===== config.mk =====
export PLATFORM = sky130hd
export DESIGN_NAME = alu_op_sequencer
export DESIGN_NICKNAME = d
export VERILOG_FILES = /design/src/rtl/gb_alu_pkg.sv /design/src/rtl/alu_flag_merge.sv /design/src/rtl/alu_op_sequencer.sv
export SDC_FILE = /design/constraint.sdc
export NUM_CORES = 1
export LEC_CHECK = 0
export ABC_AREA = 1
export BUFFER_PORTS_ARGS = -buffer_cell sky130_fd_sc_hd__buf_2
export CAP_MARGIN = 5
export CORE_MARGIN = 2
export CORE_UTILIZATION = 40
export DETAILED_ROUTE_END_ITERATION = 6
export PLACE_DENSITY = 0.72
export SYNTH_ARGS = -nofsm -noshare
export SYNTH_HDL_FRONTEND = slang
export SYNTH_SLANG_ARGS = --single-unit
export TNS_END_PERCENT = 50

===== constraint.sdc =====
create_clock -name clock -period 1.22 [get_ports clock]
set_input_delay 0.061 -clock clock [delete_from_list [all_inputs] [get_ports clock]]
set_output_delay 0.061 -clock clock [all_outputs]
set_load 0.005 [all_outputs]

===== src/rtl/gb_alu_pkg.sv =====
// Shared definitions for the nibble-serial ALU issue path: opcodes, flag bit
// positions and sequencer states.
package gb_alu_pkg;

   typedef enum logic [2:0] {
      ADD_OP = 3'd0,
      ADC_OP = 3'd1,
      SUB_OP = 3'd2,
      SBC_OP = 3'd3,
      AND_OP = 3'd4,
      XOR_OP = 3'd5,
      OR_OP  = 3'd6,
      CP_OP  = 3'd7
   } alu_op_e;

   typedef enum logic [1:0] {
      IDLE = 2'd0,
      LO   = 2'd1,
      HI   = 2'd2
   } seq_state_e;

   localparam int FLAG_Z = 3;
   localparam int FLAG_N = 2;
   localparam int FLAG_H = 1;
   localparam int FLAG_C = 0;

   // Subtract-class ops set N and may need their carry turned into a borrow.
   function automatic logic is_sub_class(input alu_op_e op);
      return (op == SUB_OP) || (op == SBC_OP) || (op == CP_OP);
   endfunction

endpackage


===== src/rtl/alu_flag_merge.sv =====
// Turns the ALU's partial {Z,0,H,C} flags into architectural Z/N/H/C for the
// given opcode. Purely combinational so the 16-bit ADD HL path can share it.
module alu_flag_merge
   import gb_alu_pkg::*;
#(
   parameter bit SUB_C_IS_BORROW = 1'b1
) (
   input  alu_op_e    op,
   input  logic [3:0] alu_flags,
   output logic [3:0] flags
);

   // The ALU always drives its N slot as 0; N comes from the opcode instead.
   logic unused_alu_n;
   assign unused_alu_n = alu_flags[FLAG_N];

   always_comb begin
      // NOTE: defaulting every bit first keeps this block latch-free no matter which case arm runs.
      flags         = '0;
      flags[FLAG_Z] = alu_flags[FLAG_Z];
      flags[FLAG_N] = is_sub_class(op);
      case (op)
         ADD_OP, ADC_OP: begin
            flags[FLAG_H] = alu_flags[FLAG_H];
            flags[FLAG_C] = alu_flags[FLAG_C];
         end
         SUB_OP, SBC_OP, CP_OP: begin
            flags[FLAG_H] = alu_flags[FLAG_H];
            flags[FLAG_C] = alu_flags[FLAG_C] ^ ~SUB_C_IS_BORROW;
         end
         AND_OP:  flags[FLAG_H] = 1'b1;
         default: ;
      endcase
   end

endmodule


===== src/rtl/alu_op_sequencer.sv =====
// Issues one request to the nibble-serial ALU, holds operands over its low and
// high phases, then writes back the result and the merged F[7:4] flags.
module alu_op_sequencer
   import gb_alu_pkg::*;
#(
   parameter logic [3:0] F_RESET         = 4'b1011,
   parameter bit         SUB_C_IS_BORROW = 1'b1
) (
   input  logic       clock,
   input  logic       reset_n,
   input  logic       start,
   output logic       ready,
   input  logic [2:0] op,
   input  logic [7:0] opnd_a,
   input  logic [7:0] opnd_b,
   input  logic       f_load,
   input  logic [3:0] f_in,
   output logic [7:0] alu_in_A,
   output logic [7:0] alu_in_B,
   output logic [2:0] alu_op,
   output logic       alu_in_C,
   input  logic [7:0] alu_out,
   input  logic [3:0] alu_flags,
   output logic [7:0] result,
   output logic [3:0] flags,
   output logic       done,
   output logic       wb_en
);

   seq_state_e state;
   logic       phase;
   alu_op_e    op_q;
   logic [3:0] merged_flags;

   alu_flag_merge #(
      .SUB_C_IS_BORROW(SUB_C_IS_BORROW)
   ) u_flag_merge (
      .op        (op_q),
      .alu_flags (alu_flags),
      .flags     (merged_flags)
   );

   // Accepting only on phase 1 makes LO land on the ALU's low-nibble phase.
   assign ready  = (state == IDLE) && phase;
   assign alu_op = op_q;

   always_ff @(posedge clock or negedge reset_n) begin
      if (!reset_n) begin
         state    <= IDLE;
         phase    <= 1'b0;
         op_q     <= ADD_OP;
         alu_in_A <= 8'h00;
         alu_in_B <= 8'h00;
         alu_in_C <= 1'b0;
         result   <= 8'h00;
         flags    <= F_RESET;
         done     <= 1'b0;
         wb_en    <= 1'b0;
      end else begin
         // NOTE: non-blocking here so every register samples pre-edge values, matching real flops.
         phase <= ~phase;
         done  <= 1'b0;
         wb_en <= 1'b0;
         if (f_load)
            flags <= f_in;
         case (state)
            IDLE: begin
               if (start && ready) begin
                  state    <= LO;
                  op_q     <= alu_op_e'(op);
                  alu_in_A <= opnd_a;
                  alu_in_B <= opnd_b;
                  alu_in_C <= flags[FLAG_C];
               end
            end
            LO: state <= HI;
            HI: begin
               // Completion overrides a simultaneous f_load because it is assigned last.
               state <= IDLE;
               flags <= merged_flags;
               if (op_q != CP_OP)
                  result <= alu_out;
               done  <= 1'b1;
               wb_en <= (op_q != CP_OP);
            end
            default: state <= IDLE;
         endcase
      end
   end

endmodule


; ---- Word-level counts from Yosys, hierarchy flattened
; Cells that the tools add are included.
[word_totals]
wordCells = 38
rom_bits = 0
mem_count = 0
mem_bits_rw = 0
latchBits = 0
out_inout_bits = 35
ff_bits = 37
input_bits = 39
[op_classes]
mul = 0
eq_ne = 9
n_addsub = 0
reduce_logical = 10
div = 0
magnitude_cmp = 0
mux = 8
bitwise = 1
shift = 0
[op_table]
columns = op, n
row1 = $mux W4, 2
row2 = $eq A3 B2 Y1 const B, 2
row3 = $eq A3 B3 Y1 const B, 2
row4 = $reduce_or A5 Y1, 1
row5 = $pmux W2 S2, 1
row6 = $reduce_and A2 Y1, 2
row7 = $eq A3 B1 Y1 const B, 1
row8 = $logic_not A3 Y1, 1
row9 = $mux W1, 3
row10 = $ne A3 B3 Y1 const B, 1
row11 = $eq A2 B1 Y1 const B, 1
row12 = $eq A2 B2 Y1 const B, 1
row13 = $logic_and A1 B1 Y1, 2
row14 = $logic_not A2 Y1, 1
row15 = $logic_or A1 B1 Y1, 2
row16 = $mux W2, 1
row17 = $ne A2 B1 Y1 const B, 1
row18 = $pmux W1 S2, 1
row19 = $reduce_bool A2 Y1, 1
row20 = $not A1 Y1, 1

; ---- Longest topological paths before layout
; Gate-level depths: netlist (run 1).
[depth]
depth_word = 5
mapped_depth = 7
ltp_nobuf = 7

; ---- Hierarchy
; From an unflattened synthesis (run 1), not the netlist that was laid out.
[hier_totals]
hier_cells = 181
hier_area_um2 = 1581.5
[by_module_without_submodules]
columns = module, cells_per_inst, n_inst, area_per_inst_um2, seq_area_each_um2
row1 = alu_op_sequencer, 169, 1, 1529.0, 929.6
row2 = alu_flag_merge, 12, 1, 52.6, 0.0

; ---- Worst setup path before layout (run 1)
; No wires, ideal clock.
[synth_path]
path_type = register -> register
from = reg state[1]
to = reg op_q[0], in the netlist alu_op[0]
stages_incl_launch_ff = 6
t_arrival_ns = 0.990
synth_period_minus_slack_ns = 1.106
t_required_ns = 1.104
setup_ns = 0.116
path_buffers = 1
path_slack_ns = 0.114
path_cell_list = dfrtp_1 nor3_2 nand2_1 buf_2 nand2_1 nand2_1
[synth_via]
elab_chain_len = 4
[synth_lines]
columns = element, line_no
row1 = from (decl), alu_op_sequencer.sv:30  ; seq_state_e state;
row2 = from (signal assigned), alu_op_sequencer.sv:49  ; state <= IDLE;
row3 = from (signal assigned), alu_op_sequencer.sv:69  ; state <= LO;
row4 = from (signal assigned), alu_op_sequencer.sv:76  ; LO: state <= HI;
row5 = $logic_not A2 Y1, alu_op_sequencer.sv:44  ; assign ready = (state == IDLE) && phase;
row6 = $logic_and A1 B1 Y1, alu_op_sequencer.sv:44
row7 = net ready, alu_op_sequencer.sv:12  ; output logic ready,
row8 = $logic_and A1 B1 Y1, alu_op_sequencer.sv:68  ; if (start && ready) begin
row9 = $reduce_and A2 Y1 (no source line), -
row10 = to (signal assigned), alu_op_sequencer.sv:70  ; op_q <= alu_op_e'(op);
row11 = to (decl), alu_op_sequencer.sv:32  ; alu_op_e op_q;
; The timed path passes the listed nets, and every way through them passes these cells.
; A chain may end at the register's enable or synchronous reset.

; ---- Final worst setup path (run 1)
[layout_path]
from = reg phase
to = reg alu_in_A[0]
[layout_via]
elab_chain_len = 3
[layout_lines]
columns = element, line_no
row1 = from (decl), alu_op_sequencer.sv:31  ; logic phase;
row2 = from (signal assigned), alu_op_sequencer.sv:61  ; phase <= ~phase;
row3 = $logic_and A1 B1 Y1, alu_op_sequencer.sv:44
row4 = $logic_and A1 B1 Y1, alu_op_sequencer.sv:68
row5 = $reduce_and A2 Y1 (no source line), -
row6 = to (signal assigned), alu_op_sequencer.sv:71  ; alu_in_A <= opnd_a;
row7 = to (decl), alu_op_sequencer.sv:18  ; output logic [7:0] alu_in_A,
; Every way passes these cells.

==> results.md, run 1 <==
- Post-Syn Nets: between 200 and 250
- Area enclosed by the die boundary: ~4000 µm²
- Number of clock sinks seen by CTS: 37
- Post-Syn Area: ~1400 µm²
- Post-detailed-route wirelength per cell: ~11 µm
- Power density over the cells: 1160 nW/µm²
- Max_cap viols: 0
- Number of antenna violations at the first check in global routing: 0
- Total DRC errors in the routed layout: 0
- Number of H-tree levels: 2
- Count of nets after finishing: approximately 320
- Port bufs: 72
- Number of failing setup endpoints in the final timing report: 0
- Setup total negative slack: 0 ns
- Slew at the pin closest to its max-slew limit: 0.444 ns
- Area overhead of the layout relative to synthesis: 59.7%
- Average size of a mapped cell: between 8 and 9 µm²
- Number of max-slew violations in the final report: 0
- Share of layout cells above drive strength 1: between 30% and 40%
- Synth Instances: between 150 and 200
- Cell accounting for the most synthesized area: sky130_fd_sc_hd__dfrtp_1
- Setup Skew: just under 0.007 ns
- Number of register bits inferred by synthesis: 37
- Relative slew margins: a little over two thirds
- Clock-pin transition on the worst setup and hold timing paths: 0.10 ns
- Number of global-route vias before repair: between 1000 and 1500
- Top cell by count, worst path: sky130_fd_sc_hd__nand2_1
- Synth Warn #: 0
- Total count of hold-check failures in the final report: 0
- Critical Path Start Type: flop
- Worst supply voltage drop on vdd: ~0.65 mV
- Post-layout min period: roughly 1.1 ns
- Area of the multi-input gates: roughly 460 µm²
- Area share of the largest cell type after synthesis: a little under 60%
- First DRT Iteration DRCs: a little over 80
- Placer congestion estimate: about 0.76
- Vias post-DR: between 1000 and 1500
- Wire length of the first global-routing pass: about 6400 µm
- Result of the run: finished, final reports clean
- Global-route total usage across every layer: roughly a fifth
- HPWL after detailed placement: between 2000 and 2500 µm
- Cell Chain, Critical Path: inv_2, nor3_2, nand2_2, buf_12, nand2_1, nand2_1
- Clock buffer count from CTS: 5
- Remaining global-route overflow: 0
- Critical path fanouts, max: 20
- Cell types occupying the most area after synthesis: sky130_fd_sc_hd__dfrtp_1 (59%), sky130_fd_sc_hd__nand2_1 (24%), sky130_fd_sc_hd__dfstp_2 (5.5%)
- Static Leak: about 1.3 nW
- Max Root-Sink Buffers: 2
- Area of the core region: ~3400 µm²
- Crit path required time: around 1.5 ns
- Final antenna-violating net count: 0
- Drt total wl: between 3000 and 4000 µm
- Final core utilization: between 60% and 70%
- CTS tree: built
- Path type of the worst min-delay path: in2reg
- Num ports: 74
- Die width: between 60 and 70 µm
- Pin count of the biggest net entering global routing: 38
- Final antenna diode count: 0
- Starting Density: between 40% and 50%
- Clk Latency, worst-skew pair: 0.33 ns
- Sequential fraction of the synthesis area: between 60% and 70%
- Cell variety after synth: 13
- Arrival time of data at the critical path endpoint: between 1 and 1.5 ns
- Die boundary height: roughly 64 µm
- Crit-path slowest cell: sky130_fd_sc_hd__dfrtp_1
- Element type at the critical path end: flop
- Total area of sequential cells: ~930 µm²
- Maximum operating frequency: between 0.8 and 0.9 GHz
- Part of the cycle the worst path needs: 94.1%
- Category of the critical setup timing path: reg2reg
- Initial DRT Pass Iterations: 4
- Number of core rows: 21
- Buffer type at the clock tree root: sky130_fd_sc_hd__clkbuf_4
- Via count normalized by instance count: about 4.5
- Filler instances: between 200 and 300
- Max stage delay on crit path: 0.35 ns
## cell families (layout without fill, tap and decap cells)
kind of cell | count (synthesis) | after routing | share of synthesized area [%]
AOI/OAI and AO/OA | 6 | 6 | 2.25
buffers and inverters | 12 | 130 | 4.33
DFF | 37 | 37 | 64.4
and+or+nand+nor | 107 | 107 | 29.0
## path summary, 6_finish.rpt
check,slack (ns),end,cells past startpoint,startpoint
max in group asynchronous,0.58,flags[0],3,reset_n
hold reg to reg,0.42,phase,1,phase
setup / recovery,0.07,alu_in_A[0],6,phase
setup reg to reg,0.07,alu_in_A[0],6,phase
hold / removal,0.04,flags[1],5,alu_flags[1]
min in group asynchronous,0.29,result[5],3,reset_n
## where the power goes
part	switching [mW]	total, mW	leakage [nW]	internal, mW
clock	0.360	0.590	0.0265	0.230
combinational	0.298	0.628	0.825	0.330
sequential	0.0809	1.46	0.451	1.38
total	0.739	2.68	1.30	1.94
## placed cells by master, fill, tap and decap left out, types with 2 or more instances in the layout
| cell type | instances |
|---|---|
| sky130_fd_sc_hd__inv_1 | 4 |
| sky130_fd_sc_hd__buf_2 | 72 |
| sky130_fd_sc_hd__nor2_1 | 5 |
| sky130_fd_sc_hd__buf_4 | 8 |
| sky130_fd_sc_hd__nand2_2 | 3 |
| sky130_fd_sc_hd__o21ai_0 | 5 |
| sky130_fd_sc_hd__dlygate4sd3_1 | 33 |
| sky130_fd_sc_hd__dfstp_2 | 3 |
| sky130_fd_sc_hd__dfrtp_1 | 34 |
| sky130_fd_sc_hd__nand2_1 | 92 |
| sky130_fd_sc_hd__nand3_1 | 5 |
| sky130_fd_sc_hd__inv_2 | 2 |
| sky130_fd_sc_hd__clkbuf_1 | 3 |
| sky130_fd_sc_hd__clkbuf_4 | 5 |
## sequential cells by signal, indices dropped and copies added (netlist names), 2 cells and up
register  cells
alu_in_A      8
alu_in_B      8
result        8
flags         4
alu_op        3
state         2
## synthesized netlist by cell type
cell	n
sky130_fd_sc_hd__buf_2	2
sky130_fd_sc_hd__buf_6	2
sky130_fd_sc_hd__dfrtp_1	34
sky130_fd_sc_hd__dfstp_2	3
sky130_fd_sc_hd__inv_1	5
sky130_fd_sc_hd__inv_2	3
sky130_fd_sc_hd__nand2_1	94
sky130_fd_sc_hd__nand2_2	2
sky130_fd_sc_hd__nand3_1	5
sky130_fd_sc_hd__nor2_1	5
sky130_fd_sc_hd__nor3_2	1
sky130_fd_sc_hd__o211ai_1	1
sky130_fd_sc_hd__o21ai_0	5
## through the flow
| step | total power, mW | setup WS (ns) | hold slack [ns] | instance area, µm² | std cells |
|---|---|---|---|---|---|
| after floorplan | 1.71 | 0.114 | -0.235 | 1440 | 162 |
| after global placement | 2.00 | -0.000996 | 0.127 | 1900 | 285 |
| after detailed placement | 2.01 | -0.0180 | 0.131 | 1900 | 285 |
| after CTS | 2.70 | 0.0216 | 0.0241 | 2280 | 326 |
| after global routing | 2.88 | -0.00480 | 0.0375 | 2310 | 326 |
| final | 2.68 | 0.0719 | 0.0379 | 2310 | 326 |
## what timing repair did
item | in CTS | in global routing
gates resized for setup | 2 | 8
buffers inserted | 0 | 0
hold buffers | 33 | 0
pin swaps | 0 | 2
endpoints found under the setup margin | 20 | 25
hold endpoints to repair | 64 | 0
## layer usage
| metal | global-route usage [%] | routed length, µm | vias to the layer above |
|---|---|---|---|
| met2 | 37.0 | 1830 | 56 |
| li1 | - | - | 730 |
| met5 | 0 | 0 | - |
| met1 | 23.7 | 1590 | 679 |
| met4 | 6.52 | 39 | 0 |
| met3 | 6.16 | 249 | 5 |
## final cells by class
cell class | instances | area share, %
Sequential cell | 37 | 40.3
Clock buffer | 8 | 2.12
Inverter | 8 | 1.63
Tap cell | 46 | 2.50
Multi-Input combinational cell | 113 | 20.0
Timing Repair Buffer | 114 | 33.4
## worst max-delay path, delay by kind of cell (launching register included)
kind | cells | cell delay, ns
flops | 1 | 0.35
simple gates | 4 | 0.48
buf+inv | 2 | 0.22
(Power assumes the default switching activity.)
==> run 2: changes to the inputs <==
CORE_UTILIZATION = 44   (was 40)
PLACE_DENSITY = 0.78   (was 0.72)
REMOVE_ABC_BUFFERS = 1   (was not set)
==> results.md, run 2 (synthesized netlist as in run 1, its figures left out) <==
- R2R setup slack: 0.09 ns (was 0.07 ns)
- Wire length of the first global-routing pass: 6180 µm (was 6440 µm)
- Number of max-slew violations in the final report: 0 (unchanged)
- Total count of hold-check failures in the final report: 0 (unchanged)
- Max Root-Sink Buffers: 2 (unchanged)
- Area of the core region: 3080 µm² (was 3390 µm²)
- Global-route total usage across every layer: 23.1% (was 20.8%)
- Global-route track usage on met2: 40.3% (was 37.0%)
- Share of layout cells above drive strength 1: 35.1% (was 35.0%)
- Vias post-DR: 1455 (was 1470)
- Most common cell after layout, fill and taps aside: sky130_fd_sc_hd__nand2_1 (unchanged)
- Die boundary height: 61.3 µm (was 64.1 µm)
- Final core utilization: 74.6% (was 68.0%)
- Clock-pin transition on the worst setup and hold timing paths: 0.10 ns (about the same)
- Arrival time of data at the critical path endpoint: 1.10 ns (was 1.38 ns)
- Placer congestion estimate: 0.703 (was 0.762)
- Worst setup path start: state[0] (was phase)
- Max_cap viols: 0 (unchanged)
- Slew at the pin closest to its max-slew limit: 0.458 ns (was 0.444 ns)
- First DRT Iteration DRCs: 56 (was 82)
- Buffer type at the clock tree root: sky130_fd_sc_hd__clkbuf_4 (unchanged)
- Critical path fanouts, max: 2 (was 20)
- Worst R2R Start: state[0] (was phase)
- Power density over the cells: 1180 nW/µm² (was 1160 nW/µm²)
- Maximum operating frequency: 0.865 GHz (was 0.871 GHz)
- Pin count of the biggest net entering global routing: 38 (unchanged)
- Initial DRT Pass Iterations: 4 (unchanged)
- Final critical-path setup slack: 0.0633 ns (was 0.0719 ns)
- Number of H-tree levels: 2 (unchanged)
- Num ports: 74 (unchanged)
- Number of core rows: 20 (was 21)
- Setup repair after global routing missed its margin: true
- Number of global-route vias before repair: 1445 (was 1496)
- Final antenna-violating net count: 0 (unchanged)
- Path type of the worst min-delay path: in2reg (unchanged)
- Area enclosed by the die boundary: 3760 µm² (was 4110 µm²)
- Clk Latency, worst-skew pair: 0.35 ns (was 0.33 ns)
- Die width: 61.3 µm (was 64.1 µm)
- Final antenna diode count: 0 (unchanged)
- Element type at the critical path end: primary output (was flop)
- Number of failing setup endpoints in the final timing report: 0 (unchanged)
- Hold_ws: 0.0140 ns (was 0.0379 ns)
- Setup Skew: 0.00773 ns (was 0.00683 ns)
- Grt met3 use: 5.88% (was 6.16%)
- Remaining global-route overflow: 0 (unchanged)
- Number of antenna violations at the first check in global routing: 0 (unchanged)
- Area of the multi-input gates: 468 µm² (was 462 µm²)
- Drt total wl: 3950 µm (was 3720 µm)
- Relative slew margins: 69.5% (was 70.4%)
- Worst supply voltage drop on vdd: 0.594 mV (was 0.648 mV)
- Clock buffer count from CTS: 5 (unchanged)
- Critical Path Start Type: flop (unchanged)
- Start point of the worst min-delay path: alu_flags[1] (unchanged)
- HPWL after detailed placement: 2370 µm (was 2310 µm)
- Crit path required time: 1.16 ns (was 1.45 ns)
- Filler instances: 236 (was 257)
- Largest registers: alu_in_A (8), alu_in_B (8), result (8) (unchanged)
- Category of the critical setup timing path: reg2out (was reg2reg)
- Number of clock sinks seen by CTS: 37 (unchanged)
- Port bufs: 72 (unchanged)
- Area overhead of the layout relative to synthesis: 59.0% (was 59.7%)
- Starting Density: 46.9% (was 42.6%)
- Power after layout: 2.71 mW (was 2.68 mW)
- Total DRC errors in the routed layout: 0 (unchanged)
- Via count normalized by instance count: 4.50 (was 4.51)
- Most congested layer reported by global routing: met2 (unchanged)
- Static Leak: 1.30 nW (about the same)
- Post-layout min period: 1.16 ns (was 1.15 ns)
- CTS tree: built (unchanged)
- Count of nets after finishing: 317 (was 318)
- Result of the run: finished, final reports clean (unchanged)
- Post-detailed-route wirelength per cell: 12.2 µm (was 11.4 µm)
- Part of the cycle the worst path needs: 94.8% (was 94.1%)
- Total area of sequential cells: 930 µm² (unchanged)
- Most frequent cells in the layout: sky130_fd_sc_hd__nand2_1 (93), sky130_fd_sc_hd__buf_2 (72), sky130_fd_sc_hd__dfrtp_1 (34), sky130_fd_sc_hd__dlygate4sd3_1 (34), sky130_fd_sc_hd__buf_4 (6) (was sky130_fd_sc_hd__nand2_1 (92), sky130_fd_sc_hd__buf_2 (72), sky130_fd_sc_hd__dfrtp_1 (34), sky130_fd_sc_hd__dlygate4sd3_1 (33), sky130_fd_sc_hd__buf_4 (8))
- Worst Setup Slack post-DPL: -0.0148 ns (was -0.0180 ns)
- Met1 usage in global routing: 26.2% (was 23.7%)
run 2: layer usage:
| layer | up-vias | wire (µm) |
|---|---|---|
| li1 | 723 | - |
| met1 | 673 | 1580 |
| met2 | 47 | 2080 |
| met3 | 12 | 185 |
| met4 | 0 | 101 |
| met5 | - | 0 |
run 2: layout make-up:
type	instances	area share [%]
clock inverter	2	0.436
clock buffer	6	1.80
multi-input combinational	113	20.4
inverter	8	1.53
timing repair buffer	113	33.0
tap	44	2.40
sequential	37	40.5
run 2: worst paths after layout:
kind,end,cells past startpoint
worst max-delay path,ready,2
worst min-delay path,flags[1],5
worst max register to register,result[2],7
worst min register to register,phase,1
max in group asynchronous,flags[3],3
min in group asynchronous,alu_in_B[1],3
run 2: where the power goes:
group,leakage (nW),internal (mW),switching [mW]
clock network,0.0320,0.219,0.402
logic,0.817,0.319,0.300
registers,0.451,1.38,0.0885
total,1.30,1.92,0.791
run 2: metrics by stage:
stage	instance area, µm²	TNS [ns]	instances
final	2300	0	323
after global routing	2300	-0.0848	323
after CTS	2280	0	323
after detailed placement	1880	-0.0484	281
after global placement	1880	0	281
after floorplan	1410	-4.67	158
run 2: worst max-delay path: stages (launching register included):
cell and delay [ns]:
sky130_fd_sc_hd__dfrtp_1 0.42, sky130_fd_sc_hd__nor3_4 0.19, sky130_fd_sc_hd__buf_2 0.14
run 2: timing repair:
action                                  4_1_cts  5_1_grt
resized for setup                             2        6
hold buffers                                 34        0
gates cloned                                  0        0
pin swaps                                     0        1
hold endpoints to repair                     65        0
endpoints found under the setup margin       15       28
setup buffers                                 0        0
